[src/rtl/rv32_fetch_unit_if.sv]
`default_nettype none
// +----------------------------------------------------------------------------+
// | rv32_fetch_unit_if : instruction-memory and decoder-side fetch signals     |
// | Revision: 1.0                                                              |
// +----------------------------------------------------------------------------+
interface rv32_fetch_unit_if #(
  parameter int API_DATA_WIDTH = 32
);
  logic                      imem_req_valid_o;
  logic                      imem_req_ready_i;
  logic [API_DATA_WIDTH-1:0] imem_addr_o;
  logic                      imem_rsp_valid_i;
  logic [API_DATA_WIDTH-1:0] imem_rsp_data_i;
  logic                      redirect_i;
  logic [API_DATA_WIDTH-1:0] redirect_pc_i;
  logic                      instr_valid_o;
  logic                      instr_ready_i;
  logic [API_DATA_WIDTH-1:0] instruction_o;
  logic [API_DATA_WIDTH-1:0] pc_o;
  logic                      misalign_o;

  modport master (
    output imem_req_valid_o, imem_addr_o, instr_valid_o, instruction_o, pc_o, misalign_o,
    input  imem_req_ready_i, imem_rsp_valid_i, imem_rsp_data_i, redirect_i, redirect_pc_i,
           instr_ready_i
  );

  modport slave (
    input  imem_req_valid_o, imem_addr_o, instr_valid_o, instruction_o, pc_o, misalign_o,
    output imem_req_ready_i, imem_rsp_valid_i, imem_rsp_data_i, redirect_i, redirect_pc_i,
           instr_ready_i
  );
endinterface
`default_nettype wire

[src/rtl/rv32_fetch_unit.sv]
`default_nettype none
// +----------------------------------------------------------------------------+
// | rv32_fetch_unit : single-outstanding RV32 fetch with 2-entry decode FIFO   |
// | Optional macro API_FETCH_MISALIGN_EN: halt on misaligned redirect target.  |
// | Revision: 1.0                                                              |
// +----------------------------------------------------------------------------+
module rv32_fetch_unit #(
  parameter int                        API_DATA_WIDTH = 32,
  parameter logic [API_DATA_WIDTH-1:0] RESET_PC       = '0
) (
  input  logic                clk,
  input  logic                rst,
  rv32_fetch_unit_if.master   fetch
);

  localparam logic [API_DATA_WIDTH-1:0] c_nop = API_DATA_WIDTH'(32'h0000_0013);

  typedef enum logic [1:0] {
    S_IDLE  = 2'd0,
    S_WAIT  = 2'd1,
    S_DRAIN = 2'd2
`ifdef API_FETCH_MISALIGN_EN
    , S_HALT = 2'd3
`endif
  } state_t;

  state_t                    r_state, w_state_nxt;
  logic [API_DATA_WIDTH-1:0] r_fetch_pc;
  logic [API_DATA_WIDTH-1:0] r_req_pc;
  logic [1:0]                r_count;
  logic [API_DATA_WIDTH-1:0] r_fifo_pc    [2];
  logic [API_DATA_WIDTH-1:0] r_fifo_instr [2];

  logic                      w_req_valid, w_hs, w_push, w_pop, w_pend, w_mis;
  logic [API_DATA_WIDTH-1:0] w_redir_pc;

`ifdef API_FETCH_MISALIGN_EN
  logic r_mis;
  logic r_pend;  // response still owed by memory while halted
  assign w_redir_pc = fetch.redirect_pc_i;
  assign w_mis      = |fetch.redirect_pc_i[1:0];
  assign fetch.misalign_o = r_mis;
`else
  logic w_unused_lo;
  assign w_unused_lo = ^fetch.redirect_pc_i[1:0];
  assign w_redir_pc  = {fetch.redirect_pc_i[API_DATA_WIDTH-1:2], 2'b00};
  assign w_mis       = 1'b0;
  assign fetch.misalign_o = 1'b0;
`endif

  assign w_req_valid = !rst && (r_state == S_IDLE) && (r_count <= 2'd1);
  assign w_hs        = w_req_valid && fetch.imem_req_ready_i;
  assign w_push      = (r_state == S_WAIT) && fetch.imem_rsp_valid_i && !fetch.redirect_i;
  assign w_pop       = (r_count != 2'd0) && fetch.instr_ready_i && !fetch.redirect_i;

  assign fetch.imem_req_valid_o = w_req_valid;
  assign fetch.imem_addr_o      = r_fetch_pc;
  assign fetch.instr_valid_o    = (r_count != 2'd0);
  assign fetch.instruction_o    = (r_count != 2'd0) ? r_fifo_instr[0] : c_nop;
  assign fetch.pc_o             = (r_count != 2'd0) ? r_fifo_pc[0] : '0;

  // w_pend: a memory response is still owed after this cycle
  always_comb begin
    w_pend      = 1'b0;
    w_state_nxt = r_state;
    case (r_state)
      S_IDLE:  w_pend = w_hs;
      S_WAIT:  w_pend = !fetch.imem_rsp_valid_i;
      S_DRAIN: w_pend = !fetch.imem_rsp_valid_i;
`ifdef API_FETCH_MISALIGN_EN
      S_HALT:  w_pend = r_pend && !fetch.imem_rsp_valid_i;
`endif
      default: w_pend = 1'b0;
    endcase

    if (fetch.redirect_i) begin
`ifdef API_FETCH_MISALIGN_EN
      if (w_mis)
        w_state_nxt = S_HALT;
      else
`endif
        w_state_nxt = w_pend ? S_DRAIN : S_IDLE;
    end else begin
      case (r_state)
        S_IDLE:  w_state_nxt = w_hs ? S_WAIT : S_IDLE;
        S_WAIT:  w_state_nxt = fetch.imem_rsp_valid_i ? S_IDLE : S_WAIT;
        S_DRAIN: w_state_nxt = fetch.imem_rsp_valid_i ? S_IDLE : S_DRAIN;
        default: w_state_nxt = r_state;
      endcase
    end
  end

  always_ff @(posedge clk) begin
    if (rst) begin
      r_state         <= S_IDLE;
      r_fetch_pc      <= RESET_PC;
      r_req_pc        <= '0;
      r_count         <= 2'd0;
      r_fifo_pc[0]    <= '0;
      r_fifo_pc[1]    <= '0;
      r_fifo_instr[0] <= c_nop;
      r_fifo_instr[1] <= c_nop;
`ifdef API_FETCH_MISALIGN_EN
      r_mis           <= 1'b0;
      r_pend          <= 1'b0;
`endif
    end else begin
      r_state <= w_state_nxt;
      if (fetch.redirect_i)
        r_fetch_pc <= w_redir_pc;
      else if (w_hs)
        r_fetch_pc <= r_fetch_pc + API_DATA_WIDTH'(4);
      if (w_hs)
        r_req_pc <= r_fetch_pc;
`ifdef API_FETCH_MISALIGN_EN
      r_pend <= w_pend;
      if (fetch.redirect_i)
        r_mis <= w_mis;
`endif
      if (fetch.redirect_i) begin
        r_count <= 2'd0;
      end else begin
        case ({w_push, w_pop})
          2'b10: begin
            r_fifo_pc[r_count[0]]    <= r_req_pc;
            r_fifo_instr[r_count[0]] <= fetch.imem_rsp_data_i;
            r_count                  <= r_count + 2'd1;
          end
          2'b01: begin
            r_fifo_pc[0]    <= r_fifo_pc[1];
            r_fifo_instr[0] <= r_fifo_instr[1];
            r_count         <= r_count - 2'd1;
          end
          2'b11: begin
            // head leaves; new entry lands behind whatever remains
            if (r_count == 2'd1) begin
              r_fifo_pc[0]    <= r_req_pc;
              r_fifo_instr[0] <= fetch.imem_rsp_data_i;
            end else begin
              r_fifo_pc[0]    <= r_fifo_pc[1];
              r_fifo_instr[0] <= r_fifo_instr[1];
              r_fifo_pc[1]    <= r_req_pc;
              r_fifo_instr[1] <= fetch.imem_rsp_data_i;
            end
          end
          default: r_count <= r_count;
        endcase
      end
    end
  end

endmodule
`default_nettype wire

[src/flat_wrapper.sv]
// flat-port wrapper written by rule: the top's interface ports become plain ports
module rv32_fetch_unit_flat 
#(
  parameter int                        API_DATA_WIDTH = 32,
  parameter logic [API_DATA_WIDTH-1:0] RESET_PC       = '0
)
  (clk, rst, fetch_imem_req_valid_o, fetch_imem_addr_o, fetch_instr_valid_o, fetch_instruction_o, fetch_pc_o, fetch_misalign_o, fetch_imem_req_ready_i, fetch_imem_rsp_valid_i, fetch_imem_rsp_data_i, fetch_redirect_i, fetch_redirect_pc_i, fetch_instr_ready_i);
  rv32_fetch_unit_if #(.API_DATA_WIDTH(API_DATA_WIDTH)) fetch_i ();
  input  logic clk;
  input  logic rst;
  output wire logic [$bits(fetch_i.imem_req_valid_o)-1:0] fetch_imem_req_valid_o;
  output wire logic [$bits(fetch_i.imem_addr_o)-1:0] fetch_imem_addr_o;
  output wire logic [$bits(fetch_i.instr_valid_o)-1:0] fetch_instr_valid_o;
  output wire logic [$bits(fetch_i.instruction_o)-1:0] fetch_instruction_o;
  output wire logic [$bits(fetch_i.pc_o)-1:0] fetch_pc_o;
  output wire logic [$bits(fetch_i.misalign_o)-1:0] fetch_misalign_o;
  input wire logic [$bits(fetch_i.imem_req_ready_i)-1:0] fetch_imem_req_ready_i;
  input wire logic [$bits(fetch_i.imem_rsp_valid_i)-1:0] fetch_imem_rsp_valid_i;
  input wire logic [$bits(fetch_i.imem_rsp_data_i)-1:0] fetch_imem_rsp_data_i;
  input wire logic [$bits(fetch_i.redirect_i)-1:0] fetch_redirect_i;
  input wire logic [$bits(fetch_i.redirect_pc_i)-1:0] fetch_redirect_pc_i;
  input wire logic [$bits(fetch_i.instr_ready_i)-1:0] fetch_instr_ready_i;
  assign fetch_imem_req_valid_o = fetch_i.imem_req_valid_o;
  assign fetch_imem_addr_o = fetch_i.imem_addr_o;
  assign fetch_instr_valid_o = fetch_i.instr_valid_o;
  assign fetch_instruction_o = fetch_i.instruction_o;
  assign fetch_pc_o = fetch_i.pc_o;
  assign fetch_misalign_o = fetch_i.misalign_o;
  assign fetch_i.imem_req_ready_i = fetch_imem_req_ready_i;
  assign fetch_i.imem_rsp_valid_i = fetch_imem_rsp_valid_i;
  assign fetch_i.imem_rsp_data_i = fetch_imem_rsp_data_i;
  assign fetch_i.redirect_i = fetch_redirect_i;
  assign fetch_i.redirect_pc_i = fetch_redirect_pc_i;
  assign fetch_i.instr_ready_i = fetch_instr_ready_i;
  rv32_fetch_unit #(.API_DATA_WIDTH(API_DATA_WIDTH), .RESET_PC(RESET_PC)) u_core (.clk(clk), .rst(rst), .fetch(fetch_i));
endmodule
[config.mk]
export PLATFORM = sky130hd
export DESIGN_NAME = rv32_fetch_unit_flat
export DESIGN_NICKNAME = d
export VERILOG_FILES = /design/src/rtl/rv32_fetch_unit_if.sv /design/src/rtl/rv32_fetch_unit.sv /design/src/flat_wrapper.sv
export SDC_FILE = /design/constraint.sdc
export NUM_CORES = 1
export LEC_CHECK = 0
export CAP_MARGIN = 30
export CORE_AREA = 2 2 134 136
export DETAILED_ROUTE_END_ITERATION = 16
export DIE_AREA = 0 0 136 138
export GPL_ROUTABILITY_DRIVEN = 1
export GPL_TIMING_DRIVEN = 0
export HOLD_SLACK_MARGIN = 0.03
export PLACE_DENSITY = 0.79
export SYNTH_ARGS = -nofsm -noshare
export SYNTH_HDL_FRONTEND = slang
export SYNTH_SLANG_ARGS = --single-unit
[constraint.sdc]
create_clock -name clk -period 10.1 [get_ports clk]
set_input_delay 2.02 -clock clk [delete_from_list [all_inputs] [get_ports clk]]
set_output_delay 2.02 -clock clk [all_outputs]
set_load 0.01 [all_outputs]
; Word-level counts from Yosys, hierarchy flattened
; Memories as Yosys holds them, arrays and structs flattened.
; Index checks and enable logic that the tools add are counted.
[op_classes]
addsub = 3
n_lt_le_gt_ge = 1
eq_ne = 6
n_mux = 46
bitwise = 8
n_reduce_logical = 19
[ops]
columns = operator, count
row1 = 2-to-1 mux 32 bit, 14
row2 = OR reduction 32 bit, 2
row3 = adder 32 x 3 -> 32 bit (second input constant), 1
row4 = 2-to-1 mux 1 bit, 26
row5 = OR 1 bit, 8
row6 = logical AND 1 bit, 7
row7 = == test 2 x 1 -> 1 bit (second input constant), 3
row8 = == test 2 bit (second input constant), 3
row9 = 2-to-1 mux 2 bit, 3
row10 = case mux 2 bit (3 select lines), 1
row11 = nonzero test 2 bit, 3
row12 = case mux 2 bit (2 select lines), 1
row13 = nonzero test 4 bit, 1
row14 = OR reduction 2 bit, 2
row15 = zero test 1 bit, 3
row16 = adder 2 x 1 -> 2 bit (second input constant), 1
row17 = <= comparator 2 x 1 -> 1 bit (second input constant), 1
row18 = zero test 2 bit, 1
row19 = case mux 1 bit (2 select lines), 1
row20 = subtractor 2 x 1 -> 2 bit (second input constant), 1
[totals]
ff_bits = 68
ram_bits = 128
mem_count = 2
[memory_table]
columns = memory, depth, width, rd, rd_ports_with_merged_regs, wr, line_no
row1 = u_core.r_fifo_instr, 2, 32, 2, 0, 2, rv32_fetch_unit.sv:32  ; logic [API_DATA_WIDTH-1:0] r_fifo_instr [2];
row2 = u_core.r_fifo_pc, 2, 32, 2, 0, 2, rv32_fetch_unit.sv:31  ; logic [API_DATA_WIDTH-1:0] r_fifo_pc [2];

; Longest topological paths before layout
; Gate-level depths: netlist (run 1).
[depth]
depth_word = 12
depth_mapped = 14
ltp_nobuf = 10

; Worst setup path before layout (run 1)
; Ideal clock, no wire load.
[synth_timing]
kind = input to register
start = input port fetch_redirect_i
end = memory u_core.r_fifo_instr[0][0], enable pin
setup_time_ps = 567
arrival_ps = 7801
path_slack_ps = 1731
stages = 10
path_buffers = 3
path_cell_list = buf_2 inv_1 clkbuf_1 buf_1 nand3_1 inv_1 ha_1 nand2b_1 nor3b_1 o21ai_0
[synth_rtl]
columns = element, line_no
row1 = from (decl), flat_wrapper.sv:20  ; input wire logic [$bits(fetch_i.redirect_i)-1:0] fetch_redirect_i;
row2 = to (decl), rv32_fetch_unit.sv:32

; Final worst setup path (run 1)
[layout_timing]
start = input port rst
end = output port fetch_imem_req_valid_o
[layout_via]
elab_chain_cells = 3
[layout_rtl]
columns = element, line_no
row1 = from (decl), flat_wrapper.sv:10  ; input logic rst;
row2 = zero test 1 bit, rv32_fetch_unit.sv:51  ; assign w_req_valid = !rst && (r_state == S_IDLE) && (r_count <= 2'd1);
row3 = logical AND 1 bit (2 in series), rv32_fetch_unit.sv:51
row4 = to (decl), flat_wrapper.sv:11  ; output wire logic [$bits(fetch_i.imem_req_valid_o)-1:0] fetch_imem_req_valid_o;
; Every way passes these cells.

==> results.json, run 1 <==
{
  "status": "completed",
  "core_box_area_um2": 17500,
  "place_hpwl_um": 16800,
  "post-route-min-period_ns": 5.64,
  "layout-drive-gt1-share_pct": 6.44,
  "routed-via-count": 7526,
  "diodes": 0,
  "setup_slack_ns": 4.46,
  "postRouteAntennaNets": 0,
  "tritoncts": "built",
  "postRouteWirelength_um": 23100,
  "worst_pin_slew_ns": 0.893,
  "mappedNetlistArea_um2": 8900,
  "route.detailed.vias_per_inst": 5.65,
  "route.detailed.wl_per_inst_um": 17.4,
  "path_max_fanout": 10,
  "total_switching_power_mw": 0.392,
  "setup_tns_ns": 0,
  "power.internal_mw": 1.31,
  "timing.hold.worst_path_depth": 2,
  "type_of_the_setup_path_with_the_least_slack": "primary input to primary output",
  "swShare_pct": 23.1,
  "comb_pwr_share_pct": 8.6,
  "initial_utilization_pct": 50.8,
  "num_io_pins": 169,
  "grt_start_max_net_pins": 30,
  "edff_count_synth": 124,
  "period_share_pct": 55.9,
  "clk_path_buf_depth": 2,
  "synthTopCellsByArea": "sky130_fd_sc_hd__edfxtp_1 42%, sky130_fd_sc_hd__dfxtp_1 14%, sky130_fd_sc_hd__nand2_1 8.5%",
  "dpl_worst_slack_ns": 4.44,
  "rsz0062_at_grt": "no",
  "fmaxAchievable_mhz": 177,
  "globalRoute.totalOverflow": 0,
  "cts_buffers": 17,
  "rr_startpoint": "u_core.r_count[0]",
  "cts-root-buf": "sky130_fd_sc_hd__clkbuf_16",
  "slew_violations": 0,
  "synthToLayoutAreaGrowth_pct": 29.1,
  "antenna_found_initial": 0,
  "hold_class": "flop to flop",
  "synth_largest_area_cell": "sky130_fd_sc_hd__edfxtp_1",
  "drt_iter0_markers": 593,
  "worst_slew_margin_rel_pct": 39.9,
  "placement_rows": 49,
  "fin_worst_skew_ns": 0.0111,
  "leakagePower_nw": 4.00,
  "fp.dieH_um": 138,
  "clock_insertion_delay_worst_skew_ns": 0.43,
  "synthFlopType": "sky130_fd_sc_hd__edfxtp_1",
  "layout.nets": 1170,
  "crit-reg2reg-capture": "u_core.r_fifo_pc[0][25]",
  "endpoint_of_the_most_critical_setup_path": "fetch_imem_req_valid_o",
  "cp-end-kind": "primary output",
  "postSynthRegisterBits": 188,
  "cts_resized": 0,
  "regToRegSetupSlack_ns": 6.60,
  "grt_pass1_vias": 7264,
  "htree_num_levels": 4,
  "post-cts-setup-buffers": 0,
  "synthesis.area_per_instance_um2": 9.85,
  "drv_cap": 0,
  "grt_first_pass_wirelength_um": 36700,
  "die_w_um": 136,
  "synth_commonest_cells": "202 x sky130_fd_sc_hd__nand2_1, 124 x sky130_fd_sc_hd__edfxtp_1, 90 x sky130_fd_sc_hd__a21oi_1",
  "postSynth.asyncResetShare_pct": 0,
  "critical_path.startpoint": "rst",
  "routabilityCongestion": 0.957,
  "pwr_density_cell_nw_per_um2": 148,
  "report.final.hold_viol_count": 0,
  "timing.reg2reg.worst_path_depth": 13,
  "startpoint_type": "primary input",
  "gr_util_all_layers_pct": 24.8,
  "cts_num_sinks": 188,
  "clockPowerShare_pct": 39.9,
  "detail_route.drc_violations": 0,
  "total_power_mw": 1.70,
  "syn_inst": 904,
  "critPathArrivalTime_ns": 3.62,
  "die-area_um2": 18800,
  "number_of_iterations_in_the_first_detailed_routing_pass": 6,
  "clk_pin_slew_worst_paths_ns": 0.06,
  "finished_core_util_pct": 65.6,
  "seq_area_frac_synth_pct": 56.2,
  "share_seq_of_total_power_pct": 51.5,
  "yosys_warn_count": 0,
  "worst_ir_drop_vdd_v": 0.000140,
  "port_buffers": 159,
  "finalSetupViolCount": 0,
  "top_area_cell_type_share_of_the_netlist_area_pct": 41.8,
  "critical_path_required_ns": 8.08,
  "synth.most_common_cell": "sky130_fd_sc_hd__nand2_1",
  "cts_hold_buffers": 0,
  "synthDistinctLibCells": 55
}
==> sequential cells by signal, indices dropped and copies added, names as in the netlist <==
register	count
u_core.r_fifo_pc	60
u_core.r_count	2
u_core.r_req_pc	30
u_core.r_state	2
u_core.fetch.imem_addr_o	30
u_core.r_fifo_instr	64
==> per-layer routing <==
layer	GRT usage [%]	wire, µm	up-vias
met1	32.9	9460	3476
met5	0	0	-
met4	10.6	761	0
li1	-	-	3551
met2	40.3	10900	426
met3	4.29	2050	73
==> power groups by stage <==
| stage | logic (mW) | clock network, mW | registers [mW] |
|---|---|---|---|
| 2_1_floorplan | 0.0662 | 0 | 0.890 |
| 3_3_place_gp | 0.137 | 0 | 0.896 |
| 3_5_place_dp | 0.144 | 0 | 0.891 |
| 4_1_cts | 0.145 | 0.680 | 0.875 |
| 5_1_grt | 0.158 | 0.712 | 0.879 |
| 6_report | 0.146 | 0.677 | 0.876 |
==> area by class of cell <==
type / instances / area (µm²)
inverters: 16 / 60.1
plain buffers: 73 / 332
well taps: 229 / 287
multi-input cells: 631 / 3540
fillers: 1388 / 6040
flip-flops and latches: 188 / 5000
clock buffers: 17 / 425
repair buffers: 163 / 1670
clock inverters: 15 / 173
==> stage by stage <==
stage	cell area, µm²	hold slack [ns]	cells
after floorplan	8920	0.445	908
after global placement	10800	0.454	1296
after detailed placement	10900	0.461	1300
after CTS	11500	0.470	1332
after global routing	11500	0.495	1332
final	11500	0.470	1332
==> worst max-delay path: stages <==
cell                              delay [ns]
sky130_fd_sc_hd__buf_6                  0.12
sky130_fd_sc_hd__inv_1                  0.08
sky130_fd_sc_hd__clkbuf_1               0.57
sky130_fd_sc_hd__and3_1                 0.29
sky130_fd_sc_hd__clkdlybuf4s50_1        0.54
==> cell families after synthesis <==
family / synth area share (%)
buffers and inverters: 4.40
DFF: 56.2
and+or+nand+nor: 26.1
AOI/OAI and AO/OA: 11.1
adders and majority gates: 1.41
xor gates and xnor gates: 0.689
other: 0.0421
==> cell usage in the layout, fill, tap and decap left out, drive strengths merged, types with 4 or more instances in the layout <==
master / count
clkdlybuf4s50: 159
nor3: 7
and4: 13
dfxtp: 64
nor2: 22
clkinv: 7
nor2b: 63
edfxtp: 124
ha: 10
nand3: 17
o31ai: 6
and2: 64
clkbuf: 65
a211oi: 12
xnor2: 4
or3: 6
or2: 5
o21ai: 6
conb: 5
nor4: 9
inv: 17
or4: 8
a31oi: 4
a21oi: 91
nand4: 12
a2111oi: 7
clkinvlp: 4
a311oi: 11
a22oi: 4
buf: 29
nand2: 202
and3: 11
o211ai: 6
==> worst min path at each step <==
stage / slack, ns / start / to
6_report: 0.47 / u_core.r_req_pc[18] / u_core.r_req_pc[18]
2_1_floorplan: 0.44 / u_core.r_req_pc[10] / u_core.r_req_pc[10]
4_1_cts: 0.47 / u_core.r_req_pc[18] / u_core.r_req_pc[18]
3_5_place_dp: 0.46 / u_core.r_req_pc[18] / u_core.r_req_pc[18]
3_3_place_gp: 0.45 / u_core.r_req_pc[5] / u_core.r_req_pc[5]
5_1_grt: 0.49 / u_core.r_req_pc[9] / u_core.r_req_pc[9]
(Power assumes the default switching activity.)
==> run 2: changes to the inputs <==
Clock period 10.1 ns to 5.4 ns, I/O delays scaled along.
==> results.json, run 2 (synthesized netlist as in run 1, its figures left out) <==
{
  "detail_route.drc_violations": 0,
  "place_hpwl_um": 16500,
  "critical_path_required_ns": 5.58,
  "critical-path-slowest-cell": "sky130_fd_sc_hd__buf_1",
  "core_box_area_um2": 17500,
  "cts_num_sinks": 188,
  "fin_worst_skew_ns": 0.00996,
  "worst_slew_margin_rel_pct": 45.4,
  "layout.nets": 1170,
  "die-area_um2": 18800,
  "leakagePower_nw": 4.03,
  "largest_register_by_flop_count": "u_core.r_fifo_instr",
  "num_io_pins": 169,
  "worst_ir_drop_vdd_v": 0.000254,
  "report.final.hold_viol_count": 0,
  "htree_num_levels": 4,
  "synthToLayoutAreaGrowth_pct": 29.3,
  "timing.critical_path.depth": 13,
  "dpl_worst_slack_ns": 0.701,
  "crit-reg2reg-capture": "u_core.r_fifo_pc[0][24]",
  "leading_cell_type_in_the_layout_fill_and_taps_excluded": "sky130_fd_sc_hd__nand2_1",
  "slew_violations": 0,
  "grt_first_pass_wirelength_um": 36000,
  "clk_pin_slew_worst_paths_ns": 0.06,
  "hold_class": "flop to flop",
  "route.detailed.vias_per_inst": 5.53,
  "seq_area_um2": 5000,
  "drt_iter0_markers": 406,
  "largest_register_ff_count": 64,
  "stdcell_area_um2": 11500,
  "type_of_the_setup_path_with_the_least_slack": "primary input to flop",
  "rsz0062_at_grt": "no",
  "initial_utilization_pct": 50.8,
  "cts-root-buf": "sky130_fd_sc_hd__clkbuf_16",
  "final_cells": 1332,
  "grt_pass1_vias": 7041,
  "path_max_fanout": 10,
  "hold_path_startpoint": "u_core.r_req_pc[19]",
  "cp-end-kind": "flop",
  "timing.reg2reg.worst_path_depth": 13,
  "final_cell_mix": "202 x sky130_fd_sc_hd__nand2_1, 159 x sky130_fd_sc_hd__clkdlybuf4s50_1, 124 x sky130_fd_sc_hd__edfxtp_1",
  "setup_slack_ns": 1.13,
  "route.detailed.wl_per_inst_um": 17.0,
  "post-route-min-period_ns": 4.27,
  "cts_resized": 0,
  "max_stage_delay_ns": 0.54,
  "postRouteWirelength_um": 22600,
  "path_buf_inv": 7,
  "drv_cap": 0,
  "placed_cells_incl_taps": 1300,
  "startpoint_type": "primary input",
  "pwr_density_cell_nw_per_um2": 279,
  "cp_cell_sequence": "buf_2, inv_1, clkbuf_1, buf_1, nand3_1, ha_1, nand2b_1, nor3b_1, or2_2, buf_2, buf_2, buf_2, a21oi_1",
  "diodes": 0,
  "postRouteAntennaNets": 0,
  "die_w_um": 136,
  "critPathArrivalTime_ns": 4.45,
  "multi_input_comb_area_um2": 3540,
  "clock_insertion_delay_worst_skew_ns": 0.44,
  "layout-drive-gt1-share_pct": 6.62,
  "fmaxAchievable_mhz": 234,
  "worstHoldEndpoint": "u_core.r_req_pc[19]",
  "grt_start_max_net_pins": 34,
  "routabilityCongestion": 0.949,
  "post-cts-setup-buffers": 0,
  "number_of_iterations_in_the_first_detailed_routing_pass": 5,
  "placement.cell_area_um2": 10900,
  "antenna_found_initial": 0,
  "period_share_pct": 79.1,
  "regToRegSetupSlack_ns": 2.03,
  "placement_rows": 49,
  "tritoncts": "built",
  "clk_path_buf_depth": 2,
  "cts_buffers": 17,
  "gr_util_all_layers_pct": 24.5,
  "cp_common_cell": "sky130_fd_sc_hd__buf_2",
  "total_power_mw": 3.22,
  "critical_path.startpoint": "fetch_redirect_i",
  "crit_family": "buffers and inverters",
  "fp.dieH_um": 138,
  "status": "completed",
  "globalRoute.totalOverflow": 0,
  "finalSetupViolCount": 0,
  "timing.hold.worst_path_depth": 2,
  "reg_top3": "u_core.r_fifo_instr: 64 flops, u_core.r_fifo_pc: 60 flops",
  "fill_cells": 1393,
  "routed-via-count": 7365,
  "rr_startpoint": "u_core.r_count[0]",
  "worst_pin_slew_ns": 0.819,
  "cts_hold_buffers": 0,
  "port_buffers": 159
}
==> run 2: cell types whose count changed in the layout (fill, tap and decap cells not counted), sizes merged <==
| cell | previous run | this run |
|---|---|---|
| inv | 17 | 21 |
| clkinv | 7 | 5 |
| clkinvlp | 4 | 0 |
| clkbuf | 65 | 67 |
==> run 2: worst max-delay path by stage <==
stage / to / slack, ns
after global routing: u_core.r_fifo_pc[0][24] / 0.87
after detailed placement: u_core.r_fifo_pc[0][25] / 0.70
after CTS: u_core.r_fifo_pc[0][24] / 1.16
after global placement: u_core.r_fifo_instr[0][7] / -0.39
final: u_core.r_fifo_pc[0][24] / 1.13
after floorplan: u_core.r_fifo_instr[0][0] / 0.84
==> run 2: layout make-up <==
type / count / area share [%]
Buffer: 73 / 2.88
Clock buffer: 19 / 3.95
Clock inverter: 13 / 1.39
Inverter: 16 / 0.522
Multi-Input combinational cell: 631 / 30.8
Sequential cell: 188 / 43.5
Tap cell: 229 / 2.49
Timing Repair Buffer: 163 / 14.5
==> run 2: worst min-delay path, stage by stage, from the launching register on <==
cell,delay [ns]
sky130_fd_sc_hd__dfxtp_1,0.32
sky130_fd_sc_hd__nand2_1,0.05
sky130_fd_sc_hd__a21oi_1,0.05
==> run 2: routing by layer <==
layer	routed length (µm)	up-vias	global-route usage, %	share of wire (%)
met5	0	-	0	0
met4	680	0	11.1	3.0
met3	2130	49	5.46	9.4
met2	10500	392	39.4	47
met1	9270	3374	31.5	41
li1	-	3550	-	-
==> run 2: power breakdown <==
group | total [mW] | switching [mW] | internal [mW] | leakage (nW)
logic | 0.273 | 0.142 | 0.131 | 1.93
registers | 1.64 | 0.0498 | 1.59 | 1.79
clock network | 1.30 | 0.545 | 0.760 | 0.309
total | 3.22 | 0.736 | 2.48 | 4.03
==> run 2: through the flow <==
step / TNS [ns] / hold WS (ns) / util (%)
CTS: 0 / 0.470 / 65.6
global route: 0 / 0.500 / 65.6
global placement: -37.18 / 0.456 / 61.6
finish: 0 / 0.468 / 65.6
detailed placement: 0 / 0.460 / 62.1
floorplan: 0 / 0.445 / -
==> run 3: changes to the inputs <==
Settings changed: CORE_AREA 2 2 134 136 to 2 2 141 143, DIE_AREA 0 0 136 138 to 0 0 143 145, PLACE_DENSITY 0.79 to 0.75.
Clock period 5.4 ns to 3.9 ns, I/O delays scaled along.
==> results.json, run 3 (synthesized netlist as in run 1, its figures left out) <==
{
  "grt_first_pass_wirelength_um": 36400,
  "route.detailed.vias_per_inst": 5.35,
  "post-cts-setup-buffers": 0,
  "postRouteAntennaNets": 0,
  "regToRegSetupSlack_ns": 0.69,
  "synthToLayoutAreaGrowth_pct": 29.9,
  "startpoint_type": "primary input",
  "num_io_pins": 169,
  "globalRoute.totalOverflow": 0,
  "largest_register_ff_count": 64,
  "leading_cell_type_in_the_layout_fill_and_taps_excluded": "sky130_fd_sc_hd__nand2_1",
  "cp-end-kind": "flop",
  "largest_register_by_flop_count": "u_core.r_fifo_instr",
  "grt_pass1_vias": 6830,
  "drt_iter0_markers": 569,
  "cts-root-buf": "sky130_fd_sc_hd__clkbuf_16",
  "clock_insertion_delay_worst_skew_ns": 0.44,
  "critPathArrivalTime_ns": 3.69,
  "layout-drive-gt1-share_pct": 6.89,
  "worst_ir_drop_vdd_v": 0.000335,
  "hold_class": "flop to flop",
  "diodes": 0,
  "drv_cap": 0,
  "port_buffers": 159,
  "rr_startpoint": "u_core.r_count[0]",
  "gr_util_all_layers_pct": 22.4,
  "timing.reg2reg.worst_path_depth": 13,
  "core_box_area_um2": 19200,
  "placement_rows": 51,
  "finalSetupViolCount": 0,
  "detail_route.drc_violations": 0,
  "max_stage_delay_ns": 0.43,
  "die_w_um": 143,
  "cts_num_sinks": 188,
  "clk_pin_slew_worst_paths_ns": 0.07,
  "setup_slack_ns": 0.387,
  "fp.dieH_um": 145,
  "clk_path_buf_depth": 2,
  "routed-via-count": 7325,
  "crit-reg2reg-capture": "u_core.r_fifo_pc[0][24]",
  "hold_path_startpoint": "u_core.r_req_pc[8]",
  "critical-path-slowest-cell": "sky130_fd_sc_hd__clkbuf_1",
  "path_max_fanout": 10,
  "dpl_worst_slack_ns": -0.528,
  "die-area_um2": 20700,
  "postRouteWirelength_um": 23200,
  "cts_hold_buffers": 0,
  "multi_input_comb_area_um2": 3550,
  "post-route-min-period_ns": 3.51,
  "setup_tns_ns": 0,
  "cts_buffers": 17,
  "tritoncts": "built",
  "slew_violations": 0,
  "number_of_iterations_in_the_first_detailed_routing_pass": 5,
  "seq_area_um2": 5000,
  "pwr_density_cell_nw_per_um2": 383,
  "antenna_found_initial": 0,
  "final_cell_mix": "202 x sky130_fd_sc_hd__nand2_1, 159 x sky130_fd_sc_hd__clkdlybuf4s50_1, 124 x sky130_fd_sc_hd__edfxtp_1",
  "status": "completed",
  "grt_start_max_net_pins": 30,
  "initial_utilization_pct": 46.3,
  "reg_top3": "u_core.r_fifo_instr: 64 flops, u_core.r_fifo_pc: 60 flops",
  "timing.hold.worst_path_depth": 2,
  "worst_pin_slew_ns": 0.808,
  "leakagePower_nw": 4.03,
  "period_share_pct": 90.1,
  "cp_cell_sequence": "buf_2, inv_1, clkbuf_1, buf_2, nand3_1, ha_1, nand2b_1, nor3b_2, or2_2, buf_2, buf_2, buf_2, a21oi_1",
  "report.final.hold_viol_count": 0,
  "rsz0062_at_grt": "no",
  "route.detailed.wl_per_inst_um": 17.0,
  "worstHoldEndpoint": "u_core.r_req_pc[8]",
  "routabilityCongestion": 0.973,
  "cp_common_cell": "sky130_fd_sc_hd__buf_2",
  "type_of_the_setup_path_with_the_least_slack": "primary input to flop",
  "critical_path_required_ns": 4.08,
  "fill_cells": 1612,
  "htree_num_levels": 4,
  "place_hpwl_um": 16800,
  "fin_worst_skew_ns": 0.0104,
  "worst_slew_margin_rel_pct": 45.6,
  "layout.nets": 1170,
  "fmaxAchievable_mhz": 285
}
## run 3: cell count changes in the layout (fill, tap and decap cells not counted), moves of 2 or more
| cell | change |
|---|---|
| sky130_fd_sc_hd__inv_4 | -2 |
| sky130_fd_sc_hd__buf_16 | +2 |
| sky130_fd_sc_hd__inv_6 | +6 |
| sky130_fd_sc_hd__buf_12 | -2 |
| sky130_fd_sc_hd__clkinv_2 | -2 |
## run 3: per-layer routing
metal | vias up | share of wire, % | wire, µm | GRT usage [%]
met2 | 393 | 47 | 10800 | 35.8
met5 | - | 0 | 0 | 0
met1 | 3329 | 42 | 9690 | 30.2
li1 | 3559 | - | - | -
met4 | 0 | 2.3 | 533 | 7.67
met3 | 44 | 9.5 | 2200 | 4.95
## run 3: worst max-delay path, delay by kind of cell
kind	cells	cell delay, ns
buf+inv	7	1.75
simple gates	4	0.81
fa+ha+maj	1	0.25
compound gates	1	0.08
## run 3: worst max path at each step
stage          slack [ns]  cells past startpoint                         to              from
4_1_cts              0.19                     13    u_core.r_fifo_pc[0][24]  fetch_redirect_i
2_1_floorplan        0.24                     10  u_core.r_fifo_instr[0][0]  fetch_redirect_i
5_1_grt              0.21                     13    u_core.r_fifo_pc[0][26]  fetch_redirect_i
6_report             0.39                     13    u_core.r_fifo_pc[0][24]  fetch_redirect_i
3_3_place_gp        -0.73                     10    u_core.r_fifo_pc[0][14]  fetch_redirect_i
3_5_place_dp        -0.53                     13    u_core.r_fifo_pc[0][24]  fetch_redirect_i
## run 3: through the flow
step	cells	hold slack, ns	util, %	power (mW)	cell area, µm²
after floorplan	908	0.445	-	2.47	8940
after global placement	1332	0.454	56.6	2.67	10900
after detailed placement	1336	0.458	57.0	2.69	11000
after CTS	1368	0.468	60.2	4.44	11600
after global routing	1368	0.491	60.2	4.56	11600
final	1368	0.468	60.2	4.43	11600
## run 3: report_power, final
part | leakage, nW | internal [mW] | switching, mW
sequential | 1.79 | 2.20 | 0.0697
combinational | 1.95 | 0.184 | 0.198
clock | 0.295 | 0.969 | 0.809
total | 4.03 | 3.35 | 1.08
## run 3: area by class of cell
cell class,instances,area share (%)
clock inverters,15,1.51
repair buffers,163,14.6
inverters,16,0.519
well taps,265,2.87
plain buffers,73,2.88
flip-flops and latches,188,43.3
clock buffers,17,3.68
multi-input cells,631,30.7
## run 3: repair_timing
item	4_1_cts	5_1_grt
setup endpoints to repair	11	10
pin swaps	0	0
gates resized for setup	1	1
